$ cat src/rtl/jtag_av_pkg.sv
// Shared types and register-map constants for the JTAG UART Avalon-MM stream bridge.
package jtag_av_pkg;

  typedef enum logic [2:0] {
    StIdle,
    StRdData,
    StRdCtrl,
    StWrData,
    StBackoff
  } state_t;

  // JTAG UART register fields
  localparam int unsigned RVALID_BIT = 15;
  localparam int unsigned AVAIL_MSB  = 31;
  localparam int unsigned AVAIL_LSB  = 16;

  localparam logic ADDR_DATA = 1'b0;
  localparam logic ADDR_CTRL = 1'b1;

endpackage

$ cat src/rtl/byte_sync_fifo.sv
// Single-clock FIFO with combinational head read and occupancy output.
module byte_sync_fifo #(
  parameter int unsigned WIDTH = 8,
  parameter int unsigned DEPTH = 16
) (
  input  logic                     clk,
  input  logic                     rst,
  input  logic                     push,
  input  logic [WIDTH-1:0]         wdata,
  input  logic                     pop,
  output logic [WIDTH-1:0]         rdata,
  output logic                     full,
  output logic                     empty,
  output logic [$clog2(DEPTH):0]   level
);

  localparam int unsigned AddrW = $clog2(DEPTH);

  logic [WIDTH-1:0] mem_q [DEPTH];
  logic [AddrW-1:0] wr_ptr_q;
  logic [AddrW-1:0] rd_ptr_q;
  logic [AddrW:0]   count_q;
  logic             do_push;
  logic             do_pop;

  // Overflow/underflow are blocked here, so the level saturates by construction.
  assign full    = (count_q == (AddrW + 1)'(DEPTH));
  assign empty   = (count_q == '0);
  assign do_push = push & ~full;
  assign do_pop  = pop & ~empty;
  assign rdata   = mem_q[rd_ptr_q];
  assign level   = count_q;

  // Pointers and occupancy; DEPTH is a power of two so pointers wrap naturally.
  always_ff @(posedge clk or posedge rst) begin
    if (rst) begin
      wr_ptr_q <= '0;
      rd_ptr_q <= '0;
      count_q  <= '0;
    end else begin
      if (do_push) wr_ptr_q <= wr_ptr_q + 1'b1;
      if (do_pop)  rd_ptr_q <= rd_ptr_q + 1'b1;
      case ({do_push, do_pop})
        2'b10:   count_q <= count_q + 1'b1;
        2'b01:   count_q <= count_q - 1'b1;
        default: ;
      endcase
    end
  end

  // Storage array; contents need no reset since the pointers define validity.
  always_ff @(posedge clk) begin
    if (do_push) mem_q[wr_ptr_q] <= wdata;
  end

endmodule

$ cat src/rtl/jtag_avalon_stream_bridge.sv
// Avalon-MM master polling a JTAG UART and presenting RX/TX byte streams.
module jtag_avalon_stream_bridge
  import jtag_av_pkg::*;
#(
  parameter int unsigned RX_DEPTH     = 16,
  parameter int unsigned TX_DEPTH     = 16,
  parameter int unsigned POLL_IDLE    = 8,
  parameter int unsigned WAIT_TIMEOUT = 1024
) (
  input  logic                        clk,
  input  logic                        rst,
  output logic                        av_chipselect,
  output logic                        av_address,
  output logic                        av_read_n,
  output logic                        av_write_n,
  input  logic [31:0]                 av_readdata,
  output logic [31:0]                 av_writedata,
  input  logic                        av_waitrequest,
  output logic [7:0]                  rx_data,
  output logic                        rx_valid,
  input  logic                        rx_ready,
  input  logic [7:0]                  tx_data,
  input  logic                        tx_valid,
  output logic                        tx_ready,
  output logic [$clog2(RX_DEPTH):0]   rx_level,
  output logic [$clog2(TX_DEPTH):0]   tx_level,
  output logic                        err_timeout
);

  localparam int unsigned RxLw  = $clog2(RX_DEPTH) + 1;
  localparam int unsigned TxLw  = $clog2(TX_DEPTH) + 1;
  localparam int unsigned WaitW = (WAIT_TIMEOUT < 2) ? 1 : $clog2(WAIT_TIMEOUT + 1);
  localparam int unsigned BoW   = (POLL_IDLE < 2) ? 1 : $clog2(POLL_IDLE + 1);

  localparam logic [WaitW-1:0] WaitLast   = WaitW'((WAIT_TIMEOUT == 0) ? 0 : WAIT_TIMEOUT - 1);
  localparam logic [BoW-1:0]   BoLoad     = BoW'(POLL_IDLE);
  localparam logic [RxLw-1:0]  RxLastFree = RxLw'(RX_DEPTH - 1);

  state_t           state_q, state_d;
  logic             read_n_q, read_n_d;
  logic             write_n_q, write_n_d;
  logic             addr_q, addr_d;
  logic             err_q, err_d;
  logic             last_tx_q, last_tx_d;
  logic [15:0]      cache_q, cache_d;
  logic [BoW-1:0]   backoff_q, backoff_d;
  logic [WaitW-1:0] wait_q, wait_d;

  logic        rx_push, rx_pop, rx_full, rx_empty;
  logic        tx_push, tx_pop, tx_full, tx_empty;
  logic [7:0]  tx_head;
  logic        rx_elig, tx_elig, grant_rx, grant_tx;
  logic        access, accept, timeout_hit, rvalid, burst, more_tx;
  logic [15:0] ravail;
  logic        unused_rd;

  byte_sync_fifo #(.WIDTH(8), .DEPTH(RX_DEPTH)) u_rx_fifo (
    .clk   (clk),
    .rst   (rst),
    .push  (rx_push),
    .wdata (av_readdata[7:0]),
    .pop   (rx_pop),
    .rdata (rx_data),
    .full  (rx_full),
    .empty (rx_empty),
    .level (rx_level)
  );

  byte_sync_fifo #(.WIDTH(8), .DEPTH(TX_DEPTH)) u_tx_fifo (
    .clk   (clk),
    .rst   (rst),
    .push  (tx_push),
    .wdata (tx_data),
    .pop   (tx_pop),
    .rdata (tx_head),
    .full  (tx_full),
    .empty (tx_empty),
    .level (tx_level)
  );

  assign rx_valid = ~rx_empty;
  assign rx_pop   = rx_ready & ~rx_empty;
  assign tx_ready = ~tx_full;
  assign tx_push  = tx_valid & ~tx_full;

  assign av_chipselect = 1'b1;
  assign av_address    = addr_q;
  assign av_read_n     = read_n_q;
  assign av_write_n    = write_n_q;
  assign err_timeout   = err_q;
  // TX head is stable throughout a write since only this block pops it.
  assign av_writedata  = (state_q == StWrData) ? {24'd0, tx_head} : 32'd0;

  assign rvalid    = av_readdata[RVALID_BIT];
  assign ravail    = av_readdata[AVAIL_MSB:AVAIL_LSB];
  assign unused_rd = ^av_readdata[14:8];

  // Arbitration: a tie goes to whichever side was not granted last.
  assign rx_elig  = ~rx_full && (backoff_q == '0);
  assign tx_elig  = ~tx_empty;
  assign grant_rx = rx_elig & (~tx_elig | last_tx_q);
  assign grant_tx = tx_elig & (~rx_elig | ~last_tx_q);

  assign access      = (state_q == StRdData) || (state_q == StRdCtrl) || (state_q == StWrData);
  assign accept      = access & ~av_waitrequest;
  assign timeout_hit = (WAIT_TIMEOUT != 0) && access && av_waitrequest && (wait_q == WaitLast);
  // Burst only while another byte is pending and a slot remains after this push.
  assign burst       = (ravail != 16'd0) && (rx_level < RxLastFree);
  assign more_tx     = (tx_level > TxLw'(1)) && (cache_q > 16'd1);

  // State register plus registered strobes and bookkeeping.
  always_ff @(posedge clk or posedge rst) begin
    if (rst) begin
      state_q   <= StIdle;
      read_n_q  <= 1'b1;
      write_n_q <= 1'b1;
      addr_q    <= ADDR_DATA;
      err_q     <= 1'b0;
      last_tx_q <= 1'b1;
      cache_q   <= '0;
      backoff_q <= '0;
      wait_q    <= '0;
    end else begin
      state_q   <= state_d;
      read_n_q  <= read_n_d;
      write_n_q <= write_n_d;
      addr_q    <= addr_d;
      err_q     <= err_d;
      last_tx_q <= last_tx_d;
      cache_q   <= cache_d;
      backoff_q <= backoff_d;
      wait_q    <= wait_d;
    end
  end

  // Next-state selection.
  always_comb begin
    state_d = state_q;
    case (state_q)
      StIdle: begin
        if (grant_rx)      state_d = StRdData;
        else if (grant_tx) state_d = (cache_q == '0) ? StRdCtrl : StWrData;
      end
      StRdData: begin
        if (timeout_hit) state_d = StIdle;
        else if (accept) begin
          if (rvalid)              state_d = burst ? StRdData : StIdle;
          else if (POLL_IDLE != 0) state_d = StBackoff;
          else                     state_d = StIdle;
        end
      end
      StRdCtrl: begin
        if (timeout_hit) state_d = StIdle;
        else if (accept) state_d = (ravail != 16'd0) ? StWrData : StIdle;
      end
      StWrData: begin
        if (timeout_hit) state_d = StIdle;
        else if (accept) state_d = more_tx ? StWrData : StIdle;
      end
      StBackoff: state_d = StIdle;
      default:   state_d = StIdle;
    endcase
  end

  // Strobes follow the next state; FIFO controls and counters follow the current one.
  always_comb begin
    read_n_d  = ~((state_d == StRdData) || (state_d == StRdCtrl));
    write_n_d = ~(state_d == StWrData);
    addr_d    = (state_d == StRdCtrl) ? ADDR_CTRL : ADDR_DATA;
    err_d     = timeout_hit;
    rx_push   = 1'b0;
    tx_pop    = 1'b0;
    last_tx_d = last_tx_q;
    cache_d   = cache_q;
    backoff_d = backoff_q;
    wait_d    = '0;
    if (backoff_q != '0) backoff_d = backoff_q - 1'b1;
    if ((WAIT_TIMEOUT != 0) && access && av_waitrequest && !timeout_hit) wait_d = wait_q + 1'b1;
    // Forget the cached space on abort so the retry re-reads WSPACE.
    if (timeout_hit) cache_d = '0;
    case (state_q)
      StIdle: begin
        if (grant_rx)      last_tx_d = 1'b0;
        else if (grant_tx) last_tx_d = 1'b1;
      end
      StRdData: begin
        if (accept) begin
          if (rvalid) rx_push = 1'b1;
          else        backoff_d = BoLoad;
        end
      end
      StRdCtrl: begin
        if (accept) cache_d = ravail;
      end
      StWrData: begin
        if (accept) begin
          tx_pop  = 1'b1;
          cache_d = cache_q - 16'd1;
        end
      end
      default: ;
    endcase
  end

endmodule
$ cat config.mk
export PLATFORM = sky130hd
export DESIGN_NAME = jtag_avalon_stream_bridge
export DESIGN_NICKNAME = d
export VERILOG_FILES = /design/src/rtl/jtag_av_pkg.sv /design/src/rtl/byte_sync_fifo.sv /design/src/rtl/jtag_avalon_stream_bridge.sv
export SDC_FILE = /design/constraint.sdc
export NUM_CORES = 1
export LEC_CHECK = 0
export ABC_AREA = 1
export ABC_CLOCK_PERIOD_IN_PS = 3150
export CAP_MARGIN = 20
export CORE_MARGIN = 5
export CORE_UTILIZATION = 45
export DETAILED_ROUTE_END_ITERATION = 10
export PLACE_DENSITY_LB_ADDON = 0.15
export SYNTH_ARGS = -nofsm -noshare
export SYNTH_HDL_FRONTEND = slang
export SYNTH_SLANG_ARGS = --single-unit
$ cat constraint.sdc
create_clock -name clk -period 3.15 [get_ports clk]
set_clock_uncertainty 0.2 [all_clocks]
set_input_delay 0.4725 -clock clk [delete_from_list [all_inputs] [get_ports clk]]
set_output_delay 0.4725 -clock clk [all_outputs]
set_load 0.05 [all_outputs]
==> run_results.csv, run 1 <==
group,metric,value,unit
outcome,status,"finished, final reports clean",
clocking,clk-insertion-delay-late,0.52,ns
synth,synth-seq-cells,321,
setup_path,arrival,2.40,ns
floorplan,die_w,189,microns
setup_path,cp-startpoint,"u_tx_fifo.rd_ptr_q[0]",
synth,synth_top_area_cell,"edfxtp_1",
sta,period_minus_slack,3.07,ns
synth,yosysTopAreaCellShare,53.4,%
global_routing,grt_antenna_before_repair,0,
clocking,clk_pin_slew,0.06,ns
setup_path,r2r_end,"u_tx_fifo.level[4]",
global_routing,grt_remaining_overflow,0,
synth,synthTopCellsByCount,"edfxtp_1 (256), nor2_1 (161), o21ai_0 (143), nand2_1 (131), inv_1 (98)",
floorplan,ios,102,
route,wl_per_cell,17.7,microns
route,drtAntennaViolNets,0,
sta,slew_viol_final,0,
finish,fillers,2727,
hold_path,min-delay-path-class,"primary input to asynchronous set/reset pin",
global_routing,track_usage,18.0,%
synth,syn_inst,1280,
placement,dp_hpwl,20500,microns
sta,rsz0062_at_grt,"true",
placement,post_dp_cell_area,15900,sq um
setup_path,worstPathRequired,2.48,ns
finish,fin_util,54.3,%
setup_path,startpoint_type,"flip-flop",
finish,finish.instance_area,17100,sq um
route,drt-total-wl,32100,microns
finish,final_nets,1458,
setup_path,critical_path.max_fanout,43,
synth,syn-cell-area,14400,sq um
synth,synth.most_common_cell,"edfxtp_1",
route,drt-initial-drc-count,594,
finish,area_delta_synth_final,18.8,%
global_routing,grt_pass1_vias,9430,
floorplan,row_count,65,
route,avgViaCountPerCell,5.28,
sta,worst_pin_slew,0.716,ns
synth,synthArstFlopShare,20.2,%
setup_path,critical_path_class,"flip-flop to output port",
sta,slew_headroom,52.1,%
clocking,cts_tree,"built",
placement,routabilityCongestion,0.812,
route,vias,9575,
sta,hold_viol_final,0,
synth,yosysUniqueCellTypes,38,
synth,ys_seq_area_share,64.7,%
setup_path,reg2reg_from,"u_tx_fifo.level[0]",
setup_path,cp-end-kind,"output port",
route,dr.pass1.iters,5,
sta,period_share,97.4,%
placement,portBuffers,69,
pwr,powerDensity,950,nW/um^2
synth,synth_top_cells_by_area,"edfxtp_1 (53%), dfrtp_1 (11%), o21ai_0 (5.0%)",
sta,fmax,0.326,GHz
synth,yosys_warnings,0,
setup_path,reg2regPathDepth,14,
pwr,peakVddDrop,615,uV
floorplan,start_util,45.7,%
setup_path,ff2ff_setup_slack,0.49,ns
clocking,cts-root-buf,"clkbuf_16",
route,drcViolationCount,0,
global_routing,grt_pass1_wl,51500,microns
clocking,cts_buffers,36,
job,cap_violations,0,
clocking,hold_buffers,0,
floorplan,coreArea,31600,sq um
pwr,p_total,0.0163,W
finish,diodes,0,
global_routing,grt_max_degree,44,
clocking,htree_levels,2,
finish,drive_gt1_share,10.8,%
sta,setup_viol,0,
synth,synthFlopType,"edfxtp_1",
clocking,clock_path_buffers,3,
floorplan,die_area,35700,sq um
synth,synth.avg_cell_area,11.3,sq um
setup_path,crit_end,"av_writedata[7]",
pwr,cellLeakagePower,6.51,nW
floorplan,die_h,189,microns
clocking,cts.sink_count,321,
sta,whs,0.0848,ns
sta,tns,0,ns
synth,synth_edf_count,256,
## final cells by class
class | count | area (sq um) | area share, %
sequential | 321 | 9330 | 54.5
multi-input combinational | 794 | 4380 | 25.6
timing repair buffer | 129 | 1400 | 8.20
clock buffer | 47 | 942 | 5.50
tap | 402 | 503 | 2.94
inverter | 106 | 402 | 2.35
clock inverter | 16 | 153 | 0.892
## layout by cell type, fill, tap and decap left out, types with 36 or more instances in the layout
cell             netlist  routed
nor2_1               161     161
edfxtp_1             256     256
o211ai_1              42      42
clkdlybuf4s50_1        0      53
buf_4                 26      50
dfrtp_1               62      55
a21oi_1               51      44
inv_1                 98      95
o21ai_0              143     143
nand2_1              131     131
nand3_1               67      67
clkbuf_16              0      36
## flip-flops by register name, summed over array words and instances, names as in the netlist
signal / flops
av_read_n: 1
u_tx_fifo.level: 5
u_rx_fifo.wr_ptr_q: 4
cache_q: 16
av_address: 1
wait_q: 11
u_rx_fifo.level: 5
u_tx_fifo.wr_ptr_q: 4
u_tx_fifo.rd_ptr_q: 4
last_tx_q: 1
av_write_n: 1
state_q: 3
u_tx_fifo.mem_q: 128
err_timeout: 1
backoff_q: 4
u_rx_fifo.rd_ptr_q: 4
u_rx_fifo.mem_q: 128
## cell families (layout without fill, tap and decap cells)
family / after synthesis / after routing / synth area share [%]
AOI/OAI and AO/OA: 274 / 274 / 11.0
xor gates and xnor gates: 37 / 37 / 2.25
adders and majority gates: 25 / 25 / 2.22
buffers and inverters: 188 / 298 / 5.71
DFF: 321 / 321 / 64.7
muxes: 32 / 32 / 2.22
other: 2 / 25 / 0.0521
and+or+nand+nor: 401 / 401 / 11.8
## worst min path at each step
stage	from	to	depth (start not counted)
after floorplan	wait_q[0]	wait_q[0]	1
after global placement	wait_q[0]	wait_q[0]	1
after detailed placement	wait_q[0]	wait_q[0]	1
after CTS	rst	av_address	2
after global routing	rst	u_rx_fifo.level[4]	2
final	rst	av_address	2
## worst max-delay path: stages, from the launching register on
cell	delay [ns]
dfrtp_4	0.57
inv_2	0.11
buf_12	0.21
o21ai_0	0.11
o221ai_1	0.17
nand3_1	0.18
a21oi_2	0.33
buf_12	0.18
## metrics by stage
step,instances,setup WS (ns)
final,1815,0.0813
after detailed placement,1749,0.140
after floorplan,1303,0.0314
after global routing,1815,-0.00600
after global placement,1749,0.189
after CTS,1812,0.00952
## layer usage
layer	up-vias	share of wire, %	GRT usage [%]
met5	-	0	0
met4	0	2.0	4.51
met3	43	4.9	2.78
met2	257	48	30.0
met1	4567	45	24.8
li1	4708	-	-
## power by group
part	switching, W	total, W	internal (W)
sequential	0.000505	0.00564	0.00514
combinational	0.00419	0.00670	0.00250
clock	0.00163	0.00392	0.00229
total	0.00633	0.0163	0.00993
## timing repair
action	4_1_cts	5_1_grt
resized for setup	2	11
pin swaps	0	1
buffers inserted	0	3
endpoints found under the setup margin	4	15
Note: power is estimated with default switching activity, not from simulation.
==> run 2, diff against run 1 <==
- SYNTH_HIERARCHICAL: default -> 1
==> run_results.csv, run 2 <==
group,metric,value,unit
global_routing,grt_remaining_overflow,0,
global_routing,grtUsageMet2,28.4,%
synth,synthAdderAreaFrac,2.19,%
sta,slew_headroom,49.9,%
floorplan,die_h,196,microns
synth,synth_top_area_cell,"edfxtp_1",
setup_path,reg2reg_from,"state_q[2]",
synth,synthArstFlopShare,20.2,%
placement,routabilityCongestion,0.859,
finish,diodes,0,
clocking,clock_path_buffers,3,
setup_path,arrival,2.37,ns
sta,slew_viol_final,0,
finish,drive_gt1_share,10.2,%
global_routing,use_met1,26.4,%
finish,mostFrequentLayoutCell,"nand2_1",
setup_path,cp-end-kind,"output port",
synth,syn-cell-area,15500,sq um
sta,hold_viol_final,0,
global_routing,grt_pass1_wl,56200,microns
hold_path,min-delay-path-class,"primary input to asynchronous set/reset pin",
floorplan,coreArea,34300,sq um
sta,setup_ws,0.112,ns
synth,synth_compound_area_share,1.31,%
route,avgViaCountPerCell,4.94,
synth,synth_mux_area_share,0,%
clocking,hold_buffers,0,
route,drcViolationCount,0,
placement,dp_slack,0.268,ns
clocking,cts_buffers,37,
finish,fin_util,53.3,%
sta,period_minus_slack,3.04,ns
synth,syn_inst,1678,
route,dr.pass1.iters,5,
outcome,status,"finished, final reports clean",
route,drt-initial-drc-count,659,
setup_path,critical_path_class,"flip-flop to output port",
synth,synthFlopType,"edfxtp_1",
placement,dp.cells,2195,
global_routing,busiest_layer,"met2",
synth,synthTopCellsByCount,"nand2_1 (598), edfxtp_1 (256), inv_1 (181), nor2_1 (175), nand3_1 (152)",
route,drt-total-wl,35500,microns
synth,synth_edf_count,256,
route,wl_per_cell,15.7,microns
synth,yosysTopAreaCellShare,49.5,%
route,drtAntennaViolNets,0,
synth,synth_top_cells_by_area,"edfxtp_1 (50%), nand2_1 (14%), dfrtp_1 (10%)",
clocking,htree_levels,2,
synth,synth_xor_area_share,1.41,%
setup_path,ff2ff_setup_slack,0.52,ns
synth,synth-seq-cells,321,
pwr,peakVddDrop,653,uV
clocking,clk_pin_slew,0.06,ns
clocking,cts.sink_count,321,
synth,synth.most_common_cell,"nand2_1",
floorplan,row_count,68,
floorplan,ios,102,
placement,dp_hpwl,22700,microns
setup_path,reg2regPathDepth,16,
sta,period_share,96.4,%
setup_path,r2r_end,"u_tx_fifo/level[4]",
setup_path,critical_path.max_fanout,34,
finish,area_delta_synth_final,17.7,%
route,vias,11200,
synth,ys_seq_area_share,60.0,%
global_routing,met3_usage,3.19,%
synth,synth_top_family_by_area,"simple AND/OR/NAND/NOR gates",
synth,yosys_warnings,6,
synth,synth.avg_cell_area,9.25,sq um
pwr,cellLeakagePower,8.07,nW
pwr,powerDensity,933,nW/um^2
global_routing,grt_max_degree,82,
synth,yosys.area_share.simple,27.2,%
job,cap_violations,0,
global_routing,track_usage,18.2,%
clocking,clk-insertion-delay-late,0.51,ns
finish,final_nets,1854,
setup_path,worstPathRequired,2.48,ns
sta,rsz0062_at_grt,"true",
floorplan,die_area,38300,sq um
clocking,cts_tree,"built",
global_routing,grt_antenna_before_repair,0,
setup_path,startpoint_type,"flip-flop",
placement,portBuffers,69,
finish,final_cells,2266,
finish,top_regs,"u_rx_fifo/mem_q x128, u_tx_fifo/mem_q x128, cache_q x16",
finish,mostFrequentLayoutCells,"nand2_1 (598), edfxtp_1 (256), inv_1 (180)",
sta,worst_pin_slew,0.750,ns
synth,yosysUniqueCellTypes,40,
sta,setup_viol,0,
clocking,cts-root-buf,"clkbuf_16",
global_routing,grt_pass1_vias,10500,
sta,fmax,0.329,GHz
floorplan,start_util,45.3,%
floorplan,die_w,196,microns
run 2: cell types whose count changed after synthesis, moves of 40 or more:
cell,previous run,this run
nand2_1,131,598
o21ai_0,143,17
nand3_1,67,152
inv_1,98,181
a21oi_1,51,5
o211ai_1,42,2
run 2: cells by family (layout without fill, tap and decap cells):
group | Yosys count | in the layout
compound gates | 36 | 36
xor+xnor | 25 | 25
fa+ha+maj | 26 | 26
buf+inv | 271 | 381
flops | 321 | 321
other cells | 2 | 25
simple gates | 997 | 997
run 2: worst max path at each step:
stage | slack, ns | from | depth (start not counted) | endpoint
floorplan | 0.47 | u_rx_fifo/level[1] | 17 | u_rx_fifo/level[4]
global placement | 0.30 | av_waitrequest | 15 | u_tx_fifo/level[4]
detailed placement | 0.27 | av_waitrequest | 15 | u_tx_fifo/level[4]
CTS | 0.02 | u_tx_fifo/rd_ptr_q[0] | 11 | av_writedata[4]
global route | -0.02 | u_tx_fifo/rd_ptr_q[0] | 11 | av_writedata[3]
finish | 0.11 | u_tx_fifo/rd_ptr_q[0] | 11 | av_writedata[1]
run 2: worst max-delay path: stages, from the launching register on:
cell and delay [ns]:
dfrtp_4 0.59, clkinv_8 0.14, buf_16 0.19, nand2_1 0.07, nand2_1 0.09, nand2_1 0.06, nand3_1 0.08, nand2_1 0.09
nand2_1 0.07, inv_1 0.03, nor2_1 0.21, buf_12 0.18
run 2: power breakdown:
| group | switching, W | internal, W | total [W] |
|---|---|---|---|
| Clock | 0.00167 | 0.00266 | 0.00433 |
| Sequential | 0.000500 | 0.00511 | 0.00561 |
| Combinational | 0.00463 | 0.00248 | 0.00711 |
run 2: per-layer routing:
metal  up-vias  routed length, microns
met5         -                       0
met3        57                    2240
met1      5272                   16500
met4         0                     772
met2       304                   16000
li1       5556                       -
run 2: what timing repair did:
item                       in CTS  in global routing
gates resized for setup         3                 10
setup endpoints to repair       6                 15
buffers inserted                0                  3
pin swaps                       0                  0
cloned                          0                  1
hold endpoints to repair        0                  0
run 2: layout make-up:
class	count	area (sq um)
fill	3033	16000
sequential	321	9320
multi-input combinational	1109	5090
timing repair buffer	120	1310
clock buffer	41	941
inverter	194	747
tap	455	569
clock inverter	26	295
run 2: stage by stage:
step	hold slack, ns	TNS [ns]	power [W]	cell area (sq um)
after floorplan	0.149	0	0.0104	15600
after global placement	0.243	0	0.0126	16900
after detailed placement	0.248	0	0.0127	16900
after CTS	0.198	0	0.0170	18200
after global routing	0.243	-0.0212	0.0182	18300
final	0.200	0	0.0171	18300
==> RTL edit 1 (flow settings as in run 2) <==
Make the reset (`rst`) synchronous in 2 clocked blocks.
--- a/src/rtl/byte_sync_fifo.sv
+++ b/src/rtl/byte_sync_fifo.sv
@@ -34,3 +34,3 @@
   // Pointers and occupancy; DEPTH is a power of two so pointers wrap naturally.
-  always_ff @(posedge clk or posedge rst) begin
+  always_ff @(posedge clk) begin
     if (rst) begin
--- a/src/rtl/jtag_avalon_stream_bridge.sv
+++ b/src/rtl/jtag_avalon_stream_bridge.sv
@@ -111,3 +111,3 @@
   // State register plus registered strobes and bookkeeping.
-  always_ff @(posedge clk or posedge rst) begin
+  always_ff @(posedge clk) begin
     if (rst) begin
Formal check against the unedited RTL: differs if rst is asserted again (counterexample within 4 cycles, from zero or initial values and one cycle with rst high); with rst held inactive, the same outputs for 4 cycles.
==> RTL edit 1 against run 2 <==
- wire length down 5.8%
- critical path depth decreased by 4
- design area is 1.7% lower
- setup slack better by 0.044 ns
- area after synthesis fell by 1.5%
- synthesized cell count fell by 13%
- sequential cell count is 8 higher
- critical endpoint is now av_writedata[3]
Power is not compared: it rests on default switching activity, and its combinational part moved more than twofold at a synthesized area within 25%.
==> RTL edit 1: results (changes against run 2) <==
status completed (unchanged); min-delay worst type reg2reg (was in2async); Post-Synth Adder-Cell Area 1.80% (was 2.19%); GR Layer Usage met1 25.2% (was 26.4%); cts bufs inserted 36 (was 37); FFs w/ async S/R, synth 0% (was 20.2%); vias in the first global route 10.2k (was 10.5k); share of cells above drive strength 1 11.4% (was 10.2%); mean post-synth cell area 10.5 sq um (was 9.25 sq um); GR Util met3 2.56% (was 3.19%); post-synthesis compound-gate area fraction 10.1% (was 1.31%); first-pass GRT wire length 54.3 mm (was 56.2 mm); fin nets 1628 (was 1854); pre-CTS worst setup slack 0.0597 ns (was 0.268 ns); multiplexer share of the synthesized area 4.19% (was 0%); drt total wl 33.5 mm (was 35.5 mm); HPWL after DPL 21.4 mm (was 22.7 mm); vias per inst 5.11 (was 4.94); CP Max Fanout 16 (was 34); Seq/Total Area, Yosys 59.8% (was 60.0%); Iteration-0 DRC Markers 626 (was 659); ranking of synthesized cells by area edfxtp_1 (50%), dfxtp_1 (9.6%), nand2_1 (4.5%) (was edfxtp_1 (50%), nand2_1 (14%), dfrtp_1 (10%)); wl on met1 15.9 mm (was 16.5 mm); Post-Place Cells 1966 (was 2195); arrival time at the worst endpoint 2.32 ns (was 2.37 ns); Slowest-stage cell, CP dfxtp_1 (was dfrtp_4); Final GP Congestion 0.823 (was 0.859); Crit path max-delay family buffers and inverters (was simple AND/OR/NAND/NOR gates)
RTL edit 1: cell types whose count changed after synthesis, sizes merged, moves of 25 or more:
cell	run 2	this run
nand2	604	201
o21ai	21	101
nand3	168	91
dfxtp	0	73
a21oi	5	76
mux2i	0	64
dfrtp	62	0
o211ai	2	64
nor2	189	148
clkbuf	8	33
RTL edit 1: layout make-up:
cell class | instances | area (sq um)
inverter | 179 | 686
sequential | 329 | 9160
multi-input combinational | 883 | 5060
clock inverter | 13 | 118
timing repair buffer | 131 | 1380
timing repair inverter | 1 | 7.51
clock buffer | 51 | 988
fill | 2945 | 15600
tap | 448 | 561
RTL edit 1: path summary, 6_finish.rpt:
kind	slack [ns]	cells after the start	end	start
worst max register to register	0.49	16	u_rx_fifo/level[4]	state_q[2]
worst max-delay path	0.16	7	av_writedata[3]	flip-flop
worst min register to register	0.26	1	err_timeout	wait_q[10]
worst min-delay path	0.26	1	err_timeout	wait_q[10]
RTL edit 1: per-stage QoR:
step	power (mW)	util [%]	cell area [sq um]
final	10.9	53.5	18000
after global routing	11.4	53.5	18000
after CTS	11.0	53.4	17900
after detailed placement	7.00	50.0	16800
after global placement	6.98	50.0	16800
after floorplan	6.44	-	15400
RTL edit 1: power by group:
part / leakage, nW / internal [mW] / switching (mW) / total, mW
registers: 2.90 / 4.82 / 0.113 / 4.93
logic: 3.42 / 0.659 / 1.33 / 1.99
clock network: 0.533 / 2.35 / 1.62 / 3.97
RTL edit 1: worst reg2reg max path: cells and delay by family, from the launching register on:
family	cells	cell delay [ns]
fa+ha+maj	2	0.65
buf+inv	5	0.46
flops	1	0.31
simple gates	9	0.94
RTL edit 1: repair_timing:
item | CTS | global route
buffers inserted | 2 | 2
cloned | 1 | 0
resized for setup | 2 | 1
endpoints found under the setup margin | 8 | 8
==> RTL edit 2 (config.mk and constraints of run 2) <==
Made on the original files. Set the parameter `TX_DEPTH` to 32 (it was 16).
--- a/src/rtl/jtag_avalon_stream_bridge.sv
+++ b/src/rtl/jtag_avalon_stream_bridge.sv
@@ -5,3 +5,3 @@
   parameter int unsigned RX_DEPTH     = 16,
-  parameter int unsigned TX_DEPTH     = 16,
+  parameter int unsigned TX_DEPTH     = 32,
   parameter int unsigned POLL_IDLE    = 8,
Ports: changed (resized tx_level); port bits go from 102 to 103. No check against the original RTL was run, so the function may have changed too.
==> RTL edit 2 against run 2 <==
- wire length up 47%
- count of clock-buffer cells in the layout up 31
- area after synthesis up 37%
- fmax down 3.5%
- largest power group unchanged
- synthesized cell count up 32%
- setup slack worse by 0.11 ns
- design area up 40%
- sequential cell count up 131
- global-route usage up 1.6 points
- power up 41%
- sequential power up 35%
==> RTL edit 2: results (changes against run 2) <==
worst r2r path cells 17 (was 16); Crit Reg-Reg Startpoint state_q[2] (unchanged); cts bufs inserted 49 (was 37); Post-synth EDFFs 384 (was 256); Iteration-0 DRC Markers 1330 (was 659); Critical Path Max Stage Delay 0.54 ns (was 0.59 ns); vias per inst 5.04 (was 4.94); Worst-Skew Late Latency 0.58 ns (was 0.51 ns); Critical Path End av_writedata[1] (unchanged); pin count of the biggest net entering global routing 82 (unchanged); drt pass-1 iters 5 (unchanged); Lkg Pwr 10.9 nW (was 8.07 nW); vias in the first global route 14.5k (was 10.5k); CTS root buf clkbuf_16 (unchanged); CTS max path bufs 3 (unchanged); H-Tree Depth 2 (unchanged); Most used DFF post-synth edfxtp_1 (unchanged); CP Max Fanout 8 (was 34); GRT Resource Usage Total 19.7% (was 18.2%); arrival time at the worst endpoint 2.48 ns (was 2.37 ns); yosys warns 6 (unchanged); first-pass GRT wire length 79.5 mm (was 56.2 mm); HPWL after DPL 30.1 mm (was 22.7 mm); ranking of synthesized cells by area edfxtp_1 (54%), nand2_1 (13%), dfrtp_1 (7.7%) (was edfxtp_1 (50%), nand2_1 (14%), dfrtp_1 (10%)); R2R Path End u_tx_fifo/level[4] (unchanged); VDD IR max 0.784 mV (was 0.653 mV); Slowest-stage cell, CP dfrtp_4 (unchanged); biggest regs u_tx_fifo/mem_q: 256 flops, u_rx_fifo/mem_q: 128 flops, cache_q: 16 flops (was u_rx_fifo/mem_q: 128 flops, u_tx_fifo/mem_q: 128 flops, cache_q: 16 flops); FFs w/ async S/R, synth 15.0% (was 20.2%); fillers 4068 (was 3033); Seq/Total Area, Yosys 62.4% (was 60.0%); Ant. Diodes 0 (unchanged); CTS clk-pin slew, worst paths 0.05 ns; min-delay worst type in2async (unchanged); initial antenna violation count 0 (unchanged); Crit path max-delay family simple AND/OR/NAND/NOR gates (unchanged); Worst-Margin Slew 0.780 ns (was 0.750 ns); reg2reg setup slack 0.24 ns (was 0.52 ns); drt total wl 52.2 mm (was 35.5 mm); status completed (unchanged); crit path from u_tx_fifo/rd_ptr_q[0] (unchanged); most frequent cells after synthesis nand2_1 (752), edfxtp_1 (384), inv_1 (265), nand3_1 (265), nor2_1 (161) (was nand2_1 (598), edfxtp_1 (256), inv_1 (181)); fin nets 2432 (was 1854); share of cells above drive strength 1 14.9% (was 10.2%); port buffer count 70 (was 69); Netlist cell types 41 (was 40); Final GP Congestion 0.801 (was 0.859)
==> RTL edit 2: cell count changes in the layout (fill, tap and decap cells not counted), sizes merged, moves of 16 or more <==
cell    delta
buf       +51
edfxtp   +128
inv       +80
clkbuf    +36
a21oi     +18
nand2    +154
nor2      -20
nand3    +117
nor3      +16
==> RTL edit 2: timing repair <==
action                     4_1_cts  5_1_grt
setup buffers                    7        3
pin swaps                       33       49
gates cloned                     8        9
resized for setup               74       77
hold buffers                     0        0
setup endpoints to repair        8       19
==> RTL edit 2: layout make-up <==
type | instances | share of cell area, %
clock buffers | 72 | 5.38
clock inverters | 19 | 0.907
inverters | 283 | 4.23
multi-input cells | 1397 | 26.7
flip-flops and latches | 452 | 51.9
well taps | 607 | 2.98
repair buffers | 177 | 7.96
==> RTL edit 2: power breakdown <==
part           switching, mW  internal, mW  total (mW)
clock                   2.31          3.43        5.74
sequential             0.477          7.09        7.56
combinational           6.86          3.83        10.7
total                   9.65          14.3        24.0
==> RTL edit 2: worst min-delay path by stage <==
stage | to | startpoint | cells past startpoint | slack [ns]
final | u_rx_fifo/wr_ptr_q[3] | rst | 2 | 0.18
after global routing | u_rx_fifo/wr_ptr_q[0] | rst | 2 | 0.23
after CTS | u_rx_fifo/wr_ptr_q[2] | rst | 2 | 0.18
after detailed placement | wait_q[0] | wait_q[0] | 1 | 0.26
after global placement | wait_q[0] | wait_q[0] | 1 | 0.25
after floorplan | u_rx_fifo/level[0] | rst | 1 | 0.15
==> RTL edit 2: cell families after synthesis <==
| family | Yosys count | synth area share (%) |
|---|---|---|
| simple gates | 1257 | 25.1 |
| flops | 452 | 62.4 |
| buf+inv | 393 | 8.08 |
| compound gates | 62 | 1.64 |
| fa+ha+maj | 27 | 1.66 |
| xor+xnor | 26 | 1.07 |
| other cells | 2 | 0.0354 |
==> RTL edit 2: metal layers <==
layer,share of wire (%),vias up,global-route usage (%),wire (um)
li1,-,7418,-,-
met1,43,7280,26.0,22200
met2,50,352,33.6,25900
met3,4.8,103,2.98,2490
met4,3.0,0,6.89,1590
met5,0,-,0,0
==> RTL edit 2: metrics by stage <==
step / instance area [sq um] / setup slack, ns / std cells
2_1_floorplan: 21300 / 0.104 / 2242
3_3_place_gp: 23000 / 0.179 / 2895
3_5_place_dp: 23000 / 0.117 / 2895
4_1_cts: 25200 / -0.0457 / 3001
5_1_grt: 25500 / -0.0843 / 3007
6_report: 25500 / 0.000984 / 3007
